[src/rtl/lif_fxp_div_if.sv]
// Handshake bundle for the LIF fixed-point divider: operand request side and
// result response side, each with its own valid/ready pair.
interface lif_fxp_div_if #(
  parameter int ACC_BITS = 8
);
  logic                in_valid;
  logic                in_ready;
  logic [ACC_BITS-1:0] num;
  logic [ACC_BITS-1:0] den;
  logic                out_valid;
  logic                out_ready;
  logic [ACC_BITS-1:0] quot;
  logic                sat;
  logic                div0;

  modport master (
    output in_valid, num, den, out_ready,
    input  in_ready, out_valid, quot, sat, div0
  );

  modport slave (
    input  in_valid, num, den, out_ready,
    output in_ready, out_valid, quot, sat, div0
  );
endinterface

[src/rtl/lif_fxp_div.sv]
// Sequential restoring radix-2 signed fixed-point divider:
// quot = (num << FRAC_BITS) / den, truncated toward zero and saturated.
module lif_fxp_div #(
  parameter int ACC_BITS  = 8,
  parameter int FRAC_BITS = 6
) (
  input  logic            clk,
  input  logic            rst,
  lif_fxp_div_if.slave    bus
);

  localparam int N  = ACC_BITS + FRAC_BITS;
  localparam int CW = $clog2(N + 1);

  localparam logic [N-1:0]        MAX_MAG = N'((1 << (ACC_BITS - 1)) - 1);
  localparam logic [N-1:0]        MIN_MAG = N'(1 << (ACC_BITS - 1));
  localparam logic [ACC_BITS-1:0] MAX_POS = ACC_BITS'((1 << (ACC_BITS - 1)) - 1);
  localparam logic [ACC_BITS-1:0] MIN_NEG = ACC_BITS'(1 << (ACC_BITS - 1));

  typedef enum logic [1:0] {
    S_IDLE,
    S_CALC,
    S_DONE
  } state_t;

  state_t              r_state;
  state_t              w_next;

  // r_dq starts as the dividend magnitude and fills with quotient bits from the LSB.
  logic [N-1:0]        r_dq;
  logic [ACC_BITS:0]   r_rem;
  logic [ACC_BITS:0]   r_den_mag;
  logic                r_sign;
  logic [CW-1:0]       r_cnt;
  logic [ACC_BITS-1:0] r_quot;
  logic                r_sat;
  logic                r_div0;

  logic [ACC_BITS-1:0] w_num_mag;
  logic [ACC_BITS:0]   w_den_ext;
  logic [ACC_BITS:0]   w_den_mag;
  logic                w_den_zero;
  logic [N-1:0]        w_dvd_init;
  logic [ACC_BITS+1:0] w_rem_sh;
  logic [ACC_BITS+1:0] w_diff;
  logic                w_qbit;
  logic [ACC_BITS:0]   w_rem_next;
  logic [N-1:0]        w_quo_next;
  logic                w_last;
  logic [ACC_BITS-1:0] w_res_quot;
  logic                w_res_sat;

  // Unsigned magnitude of the most negative value (e.g. -128 -> 128) still fits.
  assign w_num_mag  = bus.num[ACC_BITS-1] ? -bus.num : bus.num;
  assign w_den_ext  = {bus.den[ACC_BITS-1], bus.den};
  assign w_den_mag  = w_den_ext[ACC_BITS] ? -w_den_ext : w_den_ext;
  assign w_den_zero = (bus.den == '0);
  assign w_dvd_init = N'(w_num_mag) << FRAC_BITS;

  assign w_rem_sh   = {r_rem, r_dq[N-1]};
  assign w_diff     = w_rem_sh - {1'b0, r_den_mag};
  assign w_qbit     = ~w_diff[ACC_BITS+1];
  assign w_rem_next = w_qbit ? w_diff[ACC_BITS:0] : w_rem_sh[ACC_BITS:0];
  assign w_quo_next = {r_dq[N-2:0], w_qbit};
  assign w_last     = (r_cnt == CW'(1));

  always_comb begin
    w_res_quot = '0;
    w_res_sat  = 1'b0;
    if (!r_sign) begin
      if (w_quo_next > MAX_MAG) begin
        w_res_quot = MAX_POS;
        w_res_sat  = 1'b1;
      end else begin
        w_res_quot = w_quo_next[ACC_BITS-1:0];
      end
    end else begin
      if (w_quo_next > MIN_MAG) begin
        w_res_quot = MIN_NEG;
        w_res_sat  = 1'b1;
      end else begin
        w_res_quot = -w_quo_next[ACC_BITS-1:0];
      end
    end
  end

  always_ff @(posedge clk or posedge rst) begin
    // NOTE: state registers use non-blocking assignments so every flop samples pre-edge values.
    if (rst) r_state <= S_IDLE;
    else     r_state <= w_next;
  end

  always_comb begin
    // NOTE: every signal written here gets a default first, so no path can infer a latch.
    w_next        = r_state;
    bus.in_ready  = 1'b0;
    bus.out_valid = 1'b0;
    unique case (r_state)
      S_IDLE: begin
        bus.in_ready = 1'b1;
        if (bus.in_valid) w_next = w_den_zero ? S_DONE : S_CALC;
      end
      S_CALC: begin
        if (w_last) w_next = S_DONE;
      end
      S_DONE: begin
        bus.out_valid = 1'b1;
        if (bus.out_ready) w_next = S_IDLE;
      end
      default: w_next = S_IDLE;
    endcase
  end

  always_ff @(posedge clk or posedge rst) begin
    if (rst) begin
      r_dq      <= '0;
      r_rem     <= '0;
      r_den_mag <= '0;
      r_sign    <= 1'b0;
      r_cnt     <= '0;
      r_quot    <= '0;
      r_sat     <= 1'b0;
      r_div0    <= 1'b0;
    end else begin
      unique case (r_state)
        S_IDLE: begin
          if (bus.in_valid) begin
            r_dq      <= w_dvd_init;
            r_rem     <= '0;
            r_den_mag <= w_den_mag;
            r_sign    <= bus.num[ACC_BITS-1] ^ bus.den[ACC_BITS-1];
            r_cnt     <= CW'(N);
            if (w_den_zero) begin
              r_quot <= bus.num[ACC_BITS-1] ? MIN_NEG : MAX_POS;
              r_sat  <= 1'b1;
              r_div0 <= 1'b1;
            end
          end
        end
        S_CALC: begin
          r_dq  <= w_quo_next;
          r_rem <= w_rem_next;
          r_cnt <= r_cnt - CW'(1);
          if (w_last) begin
            r_quot <= w_res_quot;
            r_sat  <= w_res_sat;
            r_div0 <= 1'b0;
          end
        end
        default: ;
      endcase
    end
  end

  assign bus.quot = r_quot;
  assign bus.sat  = r_sat;
  assign bus.div0 = r_div0;

endmodule

[src/flat_wrapper.sv]
// flat-port wrapper written by rule: the top's interface ports become plain ports
module lif_fxp_div_flat 
#(
  parameter int ACC_BITS  = 8,
  parameter int FRAC_BITS = 6
)
  (clk, rst, bus_in_valid, bus_num, bus_den, bus_out_ready, bus_in_ready, bus_out_valid, bus_quot, bus_sat, bus_div0);
  lif_fxp_div_if #(.ACC_BITS(ACC_BITS)) bus_i ();
  input  logic clk;
  input  logic rst;
  input wire logic [$bits(bus_i.in_valid)-1:0] bus_in_valid;
  input wire logic [$bits(bus_i.num)-1:0] bus_num;
  input wire logic [$bits(bus_i.den)-1:0] bus_den;
  input wire logic [$bits(bus_i.out_ready)-1:0] bus_out_ready;
  output wire logic [$bits(bus_i.in_ready)-1:0] bus_in_ready;
  output wire logic [$bits(bus_i.out_valid)-1:0] bus_out_valid;
  output wire logic [$bits(bus_i.quot)-1:0] bus_quot;
  output wire logic [$bits(bus_i.sat)-1:0] bus_sat;
  output wire logic [$bits(bus_i.div0)-1:0] bus_div0;
  assign bus_i.in_valid = bus_in_valid;
  assign bus_i.num = bus_num;
  assign bus_i.den = bus_den;
  assign bus_i.out_ready = bus_out_ready;
  assign bus_in_ready = bus_i.in_ready;
  assign bus_out_valid = bus_i.out_valid;
  assign bus_quot = bus_i.quot;
  assign bus_sat = bus_i.sat;
  assign bus_div0 = bus_i.div0;
  lif_fxp_div #(.ACC_BITS(ACC_BITS), .FRAC_BITS(FRAC_BITS)) u_core (.clk(clk), .rst(rst), .bus(bus_i));
endmodule
[config.mk]
export PLATFORM = sky130hd
export DESIGN_NAME = lif_fxp_div_flat
export DESIGN_NICKNAME = d
export VERILOG_FILES = /design/src/rtl/lif_fxp_div_if.sv /design/src/rtl/lif_fxp_div.sv /design/src/flat_wrapper.sv
export SDC_FILE = /design/constraint.sdc
export NUM_CORES = 1
export LEC_CHECK = 0
export ABC_AREA = 0
export BUFFER_PORTS_ARGS = -buffer_cell sky130_fd_sc_hd__buf_2
export CAP_MARGIN = 30
export CORE_ASPECT_RATIO = 0.6
export CORE_MARGIN = 2
export CORE_UTILIZATION = 35
export CTS_BUF_LIST = sky130_fd_sc_hd__clkbuf_4 sky130_fd_sc_hd__clkbuf_8
export CTS_CLUSTER_SIZE = 8
export DETAILED_ROUTE_END_ITERATION = 8
export SYNTH_ARGS = -nofsm -noshare
export SYNTH_HDL_FRONTEND = slang
export SYNTH_SLANG_ARGS = --single-unit
[constraint.sdc]
create_clock -name clk -period 3.5 [get_ports clk]
set_input_delay 0.875 -clock clk [delete_from_list [all_inputs] [get_ports clk]]
set_output_delay 0.875 -clock clk [all_outputs]
set_load 0.05 [all_outputs]
==> impl_results.md <==
* Status: complete, no violations
* Hold Crit Class: primary input to asynchronous set/reset pin
* Critical Path Sink Type: flop
* Number of nets in the layout at 411
* Worst Path Class, Setup: flop to flop
* Die footprint at 0.00957 mm²
* First-pass GRT wire length at 13.1 mm
* Clock latency on the worst-skew pair at roughly 0.32 ns
* Syn avg cell area at ~9 µm²
* Iter 0 DRT Violations at 197
* FF/Latch Area at around 0.0012 mm²
* Vias in the first global route at 2,532
* Largest net degree at the start of global routing at 39
* Post-synthesis sequential area ratio at between 30% and 40%
* Comb power frac at 59.3%
* CP Max Fanout at 3
* CTS Buf Count at 5
* Flop pwr share at a little under a third
* Fin crit share at 81.7%
* Non-filler cells, final at 489
* Initial Util at 36.1%
* N_diodes at 0
* Tot GR Track Use at 17.0%
* Routed len/inst at 15.5 µm
* Vias at 2,603
* NetSw at 0.00164 W
* DP Cell Count at 481
* Post-layout min period at 2.86 ns
* Tot Pwr at 0.00346 W
* Share of cells above drive strength 1 at approximately 15%
* Cell Int Power at 0.00182 W
* Cell Pwr Density at between 1000 and 1500 mW/mm²
* Worst-Margin Slew at 0.629 ns
* Site Rows at 26
* # setup viols final at 0
* H-tree levels at 2
* Leakage at 1.58 nW
* Routed Wire Length at roughly 7.6 mm
* DR DRC count at 0
* Pre-antenna DRT Iters at 4
* Initial antenna violation count at 0
* Worst setup margin at 0.639 ns
* Relative slew slack at between 50% and 60%
* Area Overhead vs Synth at 12.5%
* Post-CTS resize count at 0
* Vias/cell at between 5 and 6
* Pre-CTS setup slack at 0.412 ns
* Flip-flop and latch count after synthesis at slightly below 50
* Most frequent cells in the layout: 49 x dfrtp_1, 42 x nand2_1, 31 x buf_2
* Cts hold-fix bufs at 0
* ANT nets after route at 0
* Ys flop type: dfrtp_1
* Cells along the critical path: inv_1 > ha_1 > nor2b_1 > o2111a_1 > nor2_1 > o311a_1 > inv_2 > ha_1 > nand2_1 > o31ai_1 > xor2_1 > nand2_1 > a32o_1
* Post-synth EDFFs at 0
* Crit path max-delay cell type: dfrtp_1
* CTS clk-pin slew, worst paths at 0.10 ns
* Final-layout fill cell count at 864
* Core area at between 0.008 and 0.009 mm²
* Final hold viol count at 0
* Clock power frac at roughly a tenth
* Worst clock skew at 0.0116 ns
* Die Ht at 76.6 µm
* Max-cap violations at 0
* Multi-input gate area at 0.00169 mm²
* Worst Path Buf+Inv at 2
* Final Wtd Congestion at 0.863
* Synth Instances at 345
* CTS max path bufs at 2
* RSZ-0062 raised after global routing: no
* Die extent in x at 125 µm
* # clock sinks at 49
* Sw Ratio at 47.4%
* Crit-path max cell delay at 0.41 ns
* Fmax at 0.350 GHz
* CP top delay family: compound AO/OA/AOI/OAI gates
* Asr flop ratio synth at 100%
* Peak supply drop at roughly 0.31 mV
* Required time worst endpoint at between 3 and 4 ns
* CP Launch Type: flop
* CTS tree: built
* Count of distinct cell types in the synthesized netlist at between 50 and 60
* Worst flop-to-flop path startpoint: u_core.r_den_mag[1]
* Mapped Area at 0.00307 mm²
* Fin Setup TNS at 0 ns
* Total grt overflow at 0
* Clk root buf: clkbuf_8
* Port bufs at 31
* Commonest non-fill, non-tap cell in the layout: dfrtp_1
* Worst path arrival time at just over 3 ns
* DP Wirelength at 5.75 mm
* I/O pin total at 32
* Slew Limit Fails at 0
* Critical Path Start: u_core.r_den_mag[1]
* Post-Syn Nets at 380
* # Post-CTS Setup Buffers at 0
* Ys Warns at 0
[cells in the mapped netlist, types with 3 or more instances]
master	count	area share, %
a21o_1	3	0.73
a21oi_1	20	3.3
a22o_1	6	1.7
a32o_1	3	0.98
and3_1	3	0.61
buf_2	3	0.49
clkbuf_1	10	1.2
dfrtp_1	49	40
ha_1	14	5.7
inv_1	24	2.9
mux2i_1	11	3.6
nand2_1	42	5.1
nand2b_1	4	0.81
nand3_1	8	1.3
nand3b_1	3	0.73
nor2_1	30	3.7
nor3_1	4	0.65
nor4_1	7	1.4
o21ai_0	12	2.0
o21ai_1	10	1.6
o22ai_1	16	3.3
o31ai_1	3	0.73
xnor2_1	12	3.4
xor2_1	9	2.6
[worst paths after layout]
check                                 endpoint  slack [ns]  cells past startpoint
setup / recovery            u_core.bus.quot[6]        0.64                     13
hold / removal                  u_core.r_dq[2]        0.47                      2
setup reg to reg            u_core.bus.quot[6]        0.64                     13
hold reg to reg                u_core.bus.div0        0.49                      2
max in group asynchronous  u_core.r_den_mag[7]        2.52                      3
min in group clk               u_core.bus.div0        0.49                      2
[kinds of logic after synthesis]
family | synth area share (%)
muxes | 3.58
buffers and inverters | 5.25
and+or+nand+nor | 18.0
xor gates and xnor gates | 5.99
AOI/OAI and AO/OA | 20.9
adders and majority gates | 6.35
DFF | 39.9
[sequential cells by signal, summed over array words and instances (netlist names)]
| signal | flops |
|---|---|
| u_core.bus.div0 | 1 |
| u_core.bus.quot | 8 |
| u_core.bus.sat | 1 |
| u_core.r_cnt | 4 |
| u_core.r_den_mag | 9 |
| u_core.r_dq | 14 |
| u_core.r_rem | 9 |
| u_core.r_sign | 1 |
| u_core.r_state | 2 |
[worst reg2reg max path: cells and delay by family, from the launching register on]
| family | cells | cell delay [ns] |
|---|---|---|
| simple gates | 4 | 0.48 |
| xor+xnor | 1 | 0.18 |
| fa+ha+maj | 2 | 0.41 |
| buf+inv | 2 | 0.13 |
| flops | 1 | 0.41 |
| compound gates | 4 | 1.14 |
[metal layers]
metal	global-route usage [%]	wire, µm
met1	28.1	4240
met3	3.86	362
met5	0	0
met4	3.89	87
met2	21.4	2890
[stage by stage]
| step | hold slack, ns | cell area, µm² | utilization (%) |
|---|---|---|---|
| final | 0.475 | 3460 | 40.5 |
| after CTS | 0.484 | 3460 | 40.5 |
| after global routing | 0.494 | 3460 | 40.5 |
| after floorplan | 0.450 | 3070 | - |
| after detailed placement | 0.472 | 3370 | 39.5 |
| after global placement | 0.471 | 3350 | 39.3 |
[cell type report]
cell class / instances / area share [%]
clock inverters: 3 / 0.507
multi-input cells: 256 / 48.8
repair buffers: 38 / 6.37
well taps: 112 / 4.06
flip-flops and latches: 49 / 35.5
clock buffers: 5 / 1.99
inverters: 26 / 2.82
[power by group through the flow]
stage               Sequential (W)  Combinational (W)  Clock (W)
floorplan                  0.00116            0.00150          0
global placement           0.00106            0.00200          0
detailed placement         0.00107            0.00205          0
CTS                        0.00106            0.00206   0.000362
global route               0.00110            0.00230   0.000382
finish                     0.00106            0.00205   0.000350
Power figures use the tool's default switching activity.
